$ cat src/rtl/field_canon_buf_if.sv
// Producer/consumer bundle for the canonicalising result buffer.
// The master side drives results and pops; the slave side is the buffer.
interface field_canon_buf_if #(
  parameter int WIDTH = 255,
  parameter int DEPTH = 4
);
  logic                     in_valid;
  logic [WIDTH-1:0]         in_data;
  logic                     flush;
  logic                     out_valid;
  logic                     out_ready;
  logic [WIDTH-1:0]         out_data;
  logic [$clog2(DEPTH):0]   count;
  logic                     overflow;

  modport master (
    output in_valid, in_data, flush, out_ready,
    input  out_valid, out_data, count, overflow
  );

  modport slave (
    input  in_valid, in_data, flush, out_ready,
    output out_valid, out_data, count, overflow
  );
endinterface

$ cat src/rtl/field_canon_buf.sv
// Maps [0, 2^255) multiplier results into [0, 2^255-19); 2 cycles in_valid -> out_valid.
// Backpressure via out_ready only: input cannot stall, so a full FIFO drops and sets sticky overflow.
module field_canon_buf #(
  parameter int WIDTH = 255,
  parameter int DEPTH = 4
) (
  input logic            clk,
  input logic            rst,
  field_canon_buf_if.slave bus
);
  localparam int AW = $clog2(DEPTH);
  localparam int CW = AW + 1;
  // p = 2^WIDTH - 19, held one bit wider so the compare/subtract cannot wrap
  localparam logic [WIDTH:0] P_EXT = {1'b0, {WIDTH{1'b1}}} - (WIDTH+1)'(18);

  logic [WIDTH:0]   in_ext;
  logic [WIDTH:0]   in_sub;
  logic [WIDTH-1:0] canon;

  logic             s1_valid;
  logic [WIDTH-1:0] s1_data;

  logic [WIDTH-1:0] mem [DEPTH];
  logic [AW-1:0]    wr_ptr;
  logic [AW-1:0]    rd_ptr;
  logic [CW-1:0]    count;
  logic             overflow;

  logic             full;
  logic             pop;
  logic             push;

  always_comb begin
    in_ext = {1'b0, bus.in_data};
    in_sub = in_ext - P_EXT;
    canon  = (in_ext >= P_EXT) ? in_sub[WIDTH-1:0] : bus.in_data;
  end

  always_ff @(posedge clk or posedge rst) begin
    if (rst) begin
      s1_valid <= 1'b0;
      s1_data  <= '0;
    end else if (bus.flush) begin
      s1_valid <= 1'b0;
    end else begin
      s1_valid <= bus.in_valid;
      if (bus.in_valid) begin
        s1_data <= canon;
      end
    end
  end

  assign full = (count == CW'(DEPTH));
  assign pop  = bus.out_valid & bus.out_ready;
  // A full FIFO still accepts when the head leaves on the same edge
  assign push = s1_valid & ~bus.flush & (~full | pop);

  always_ff @(posedge clk or posedge rst) begin
    if (rst) begin
      for (int i = 0; i < DEPTH; i++) begin
        mem[i] <= '0;
      end
    end else if (push) begin
      mem[wr_ptr] <= s1_data;
    end
  end

  always_ff @(posedge clk or posedge rst) begin
    if (rst) begin
      wr_ptr   <= '0;
      rd_ptr   <= '0;
      count    <= '0;
      overflow <= 1'b0;
    end else if (bus.flush) begin
      wr_ptr   <= '0;
      rd_ptr   <= '0;
      count    <= '0;
      overflow <= 1'b0;
    end else begin
      if (push) begin
        wr_ptr <= wr_ptr + AW'(1);
      end
      if (pop) begin
        rd_ptr <= rd_ptr + AW'(1);
      end
      if (push && !pop) begin
        count <= count + CW'(1);
      end else if (pop && !push) begin
        count <= count - CW'(1);
      end
      if (s1_valid && full && !pop) begin
        overflow <= 1'b1;
      end
    end
  end

  assign bus.out_valid = (count != '0);
  assign bus.out_data  = mem[rd_ptr];
  assign bus.count     = count;
  assign bus.overflow  = overflow;
endmodule

$ cat src/flat_wrapper.sv
// flat-port wrapper written by rule: the top's interface ports become plain ports
module field_canon_buf_flat 
#(
  parameter int WIDTH = 255,
  parameter int DEPTH = 4
)
  (clk, rst, bus_in_valid, bus_in_data, bus_flush, bus_out_ready, bus_out_valid, bus_out_data, bus_count, bus_overflow);
  field_canon_buf_if #(.WIDTH(WIDTH), .DEPTH(DEPTH)) bus_i ();
  input logic clk;
  input logic rst;
  input wire logic [$bits(bus_i.in_valid)-1:0] bus_in_valid;
  input wire logic [$bits(bus_i.in_data)-1:0] bus_in_data;
  input wire logic [$bits(bus_i.flush)-1:0] bus_flush;
  input wire logic [$bits(bus_i.out_ready)-1:0] bus_out_ready;
  output wire logic [$bits(bus_i.out_valid)-1:0] bus_out_valid;
  output wire logic [$bits(bus_i.out_data)-1:0] bus_out_data;
  output wire logic [$bits(bus_i.count)-1:0] bus_count;
  output wire logic [$bits(bus_i.overflow)-1:0] bus_overflow;
  assign bus_i.in_valid = bus_in_valid;
  assign bus_i.in_data = bus_in_data;
  assign bus_i.flush = bus_flush;
  assign bus_i.out_ready = bus_out_ready;
  assign bus_out_valid = bus_i.out_valid;
  assign bus_out_data = bus_i.out_data;
  assign bus_count = bus_i.count;
  assign bus_overflow = bus_i.overflow;
  field_canon_buf #(.WIDTH(WIDTH), .DEPTH(DEPTH)) u_core (.clk(clk), .rst(rst), .bus(bus_i));
endmodule
$ cat config.mk
export PLATFORM = sky130hd
export DESIGN_NAME = field_canon_buf_flat
export DESIGN_NICKNAME = d
export VERILOG_FILES = /design/src/rtl/field_canon_buf_if.sv /design/src/rtl/field_canon_buf.sv /design/src/flat_wrapper.sv
export SDC_FILE = /design/constraint.sdc
export NUM_CORES = 2
export LEC_CHECK = 0
export ABC_AREA = 1
export BUFFER_PORTS_ARGS = -buffer_cell sky130_fd_sc_hd__buf_2
export CORE_MARGIN = 5
export CORE_UTILIZATION = 48
export DETAILED_ROUTE_END_ITERATION = 10
export GPL_ROUTABILITY_DRIVEN = 1
export PLACE_DENSITY_LB_ADDON = 0.25
export SETUP_SLACK_MARGIN = 0.4
export SLEW_MARGIN = 25
export SYNTH_ARGS = -nofsm -noshare
export SYNTH_HDL_FRONTEND = slang
export SYNTH_SLANG_ARGS = --single-unit
export TNS_END_PERCENT = 30
$ cat constraint.sdc
create_clock -name clk -period 53.3 [get_ports clk]
set_input_delay 7.995 -clock clk [delete_from_list [all_inputs] [get_ports clk]]
set_output_delay 7.995 -clock clk [all_outputs]
set_load 0.05 [all_outputs]
==> flow_metrics.env <==
export IMPL_cts_tree="done"
export IMPL_period_needed_ps=12880
export IMPL_slew_viol_final=0
export IMPL_routed_via_count=43294
export IMPL_die_area_sq_mm=0.1277
export IMPL_cpMostUsedCell="buf_4"
export IMPL_hold_buffers=0
export IMPL_cts_made_buffers=140
export IMPL_slowest_stage="buf_4"
export IMPL_critPathMaxStageDelay_ps=870
export IMPL_path_cells="buf_4 > buf_4 > buf_4 > o21ai_0 > o22ai_1 > buf_2"
export IMPL_grt_pass1_vias=43325
export IMPL_cts_setup_buffers=0
export IMPL_ys_top_cells_by_area="dfrtp_1, mux2_2, nand2_1"
export IMPL_place_area_sq_mm=0.06123
export IMPL_routed_wl_mm=167.7
export IMPL_cp_top_family="buffers and inverters"
export IMPL_endpoint_kind="output pin"
export IMPL_seq_area_frac_synth=0.5547
export IMPL_dp_hpwl_mm=99.14
export IMPL_yosysMostFrequentCell="dfrtp_1"
export IMPL_drive_above_1_share=0.3126
export IMPL_grt_max_degree=239
export IMPL_clkTransAtPathRegs_ps=60
export IMPL_ys_seq_elements=1284
export IMPL_cts_max_level=4
export IMPL_synth_edf_count=0
export IMPL_post_drt_via_cell_ratio=5.754
export IMPL_max_freq_mhz=77.65
export IMPL_final_cell_area_sq_mm=0.06604
export IMPL_drt_pass1_iter_count=5
export IMPL_rsz0062_at_grt="false"
export IMPL_synth_warning_count=0
export IMPL_syn_avg_cell_area_sq_um=10.60
export IMPL_cp_arrival_ps=4880
export IMPL_root_buffer="clkbuf_16"
export IMPL_worst_endpoint_required_ps=45310
export IMPL_cp_start_kind="flop"
export IMPL_core_sq_mm=0.1200
export IMPL_ys_types=28
export IMPL_finalSetupTns_ps=0
export IMPL_crit_path_max_fanout=88
export IMPL_status="finished, final reports clean"
export IMPL_io_pins=520
export IMPL_drc=0
export IMPL_syn_nets=5729
export IMPL_skew_ps=25.37
export IMPL_crit_type="reg -> out"
export IMPL_start_util=0.4828
export IMPL_nets=6062
export IMPL_synth_top_cell_area_share=0.5547
export IMPL_timing_final_crit_share=0.2416
export IMPL_clock_path_buffers=3
export IMPL_synth_async_reset_ratio=1.000
export IMPL_ys_top_cells_by_count="dfrtp_1, mux2_2, nand2_1"
export IMPL_maxCapViolCount=0
export IMPL_post_drt_wl_per_cell_um=22.29
export IMPL_finalHoldViolCount=0
export IMPL_ir_worst_vdd_mv=0.04658
export IMPL_relSlewSlack=0.2805
export IMPL_drtIter0Drc=3331
export IMPL_setup_ws_ps=40420
export IMPL_power_density_mw_per_mm2=52.60
export IMPL_leakagePower_nw=33.03
export IMPL_preCtsSetupSlack_ps=40700
export IMPL_worstMarginPinSlew_ps=1079
export IMPL_synthFlopType="dfrtp_1"
export IMPL_grt_pass1_wl_mm=260.9
export IMPL_placementRows=127
export IMPL_track_usage=0.2606
export IMPL_path_buf_inv=4
export IMPL_synth_area_sq_mm=0.05792
export IMPL_grt_ovfl_total=0
export IMPL_syn_to_final_growth_pct=14.02
export IMPL_ant_nets=0
export IMPL_synth_cells=5462
export IMPL_portBuffers=519
export IMPL_gp_congestion=0.8499
export IMPL_clock_sinks=1284
export IMPL_finalSetupViolCount=0
export IMPL_die_h_um=357.4
export IMPL_synth_top_area_cell="dfrtp_1"
export IMPL_hold_class="reg -> reg"
export IMPL_antenna_found_initial=10
export IMPL_clkLatencyLatePin_ps=740
export IMPL_cts_resized_gates=0
export IMPL_die_x_um=357.4
-- layout make-up --
class / instances / area (sq um)
fillers: 10316 / 53930
inverters: 80 / 335.3
multi-input cells: 3707 / 23640
flip-flops and latches: 1284 / 32140
clock inverters: 53 / 670.6
clock buffers: 197 / 4041
diodes: 9 / 22.52
repair buffers: 582 / 3183
well taps: 1612 / 2017
-- path summary, 6_finish.rpt --
check	to	slack (ps)	startpoint	cells after the start
min in group asynchronous	u_core.mem[229]	7370	rst	2
max in group asynchronous	u_core.mem[595]	42130	rst	6
hold reg to reg	u_core.mem[647]	500	u_core.mem[647]	1
setup / recovery	bus_out_data[137]	40420	u_core.rd_ptr[0]	6
hold / removal	u_core.mem[647]	500	u_core.mem[647]	1
setup reg to reg	u_core.mem[122]	48510	u_core.bus.count[2]	11
-- metrics by stage --
| step | utilization | hold WS, ps | power (mW) | cells |
|---|---|---|---|---|
| global route | 0.5504 | 506.8 | 3.637 | 7520 |
| detailed placement | 0.5103 | 489.4 | 2.502 | 7263 |
| CTS | 0.5496 | 502.1 | 3.496 | 7513 |
| finish | 0.5505 | 497.2 | 3.474 | 7524 |
| floorplan | - | 475.2 | 2.170 | 5462 |
| global placement | 0.5103 | 483.3 | 2.481 | 7263 |
-- placed cells by master (no fill, tap or decap), types with 4 or more instances in the layout --
| master | n |
|---|---|
| dfrtp_1 | 1282 |
| mux2_2 | 1020 |
| nand2_1 | 926 |
| nor2_1 | 605 |
| buf_2 | 519 |
| o21ai_0 | 513 |
| nand3_1 | 261 |
| o22ai_1 | 257 |
| clkbuf_16 | 143 |
| nand4_1 | 91 |
| inv_1 | 72 |
| buf_4 | 51 |
| clkinv_2 | 28 |
| clkbuf_1 | 28 |
| clkbuf_8 | 26 |
| bufinv_16 | 11 |
| diode_2 | 9 |
| ha_1 | 6 |
| buf_6 | 6 |
| xor2_1 | 5 |
| nor2_4 | 4 |
| inv_8 | 4 |
| clkinv_8 | 4 |
| a21oi_1 | 4 |
| inv_2 | 4 |
| inv_6 | 4 |
| buf_12 | 4 |
-- worst register-to-register path, delay by kind of cell (launching register included) --
family / cells / cell delay (ps)
DFF: 1 / 410
muxes: 1 / 430
buffers and inverters: 6 / 2780
and+or+nand+nor: 4 / 1060
-- flip-flops by register name, summed over array words and instances, names as in the netlist --
| name | count |
|---|---|
| u_core.mem | 1020 |
| u_core.s1_data | 255 |
| u_core.bus.count | 3 |
| u_core.rd_ptr | 2 |
| u_core.wr_ptr | 2 |
| u_core.bus.overflow | 1 |
| u_core.s1_valid | 1 |
-- logic make-up (layout without fill, tap and decap cells) --
family,after synthesis,in the layout,share of synthesized area
adders and majority gates,7,7,0.001642
AOI/OAI and AO/OA,776,776,0.07271
other,0,9,0
xor gates and xnor gates,6,6,0.0009073
muxes,1020,1020,0.1983
DFF,1284,1284,0.5547
buffers and inverters,471,912,0.03860
and+or+nand+nor,1898,1898,0.1331
-- metal layers --
metal / wire length (um) / global-route usage / share of wire
met5: 13 / 0 / 0.000078
met4: 5062 / 0.09204 / 0.030
met3: 12240 / 0.05257 / 0.073
met2: 78320 / 0.4113 / 0.47
met1: 72090 / 0.3612 / 0.43
-- power breakdown --
part / switching [mW] / internal [mW]
clock: 0.402 / 0.586
combinational: 0.844 / 0.339
sequential: 0.121 / 1.18
Note: power is estimated with default switching activity, not from simulation.
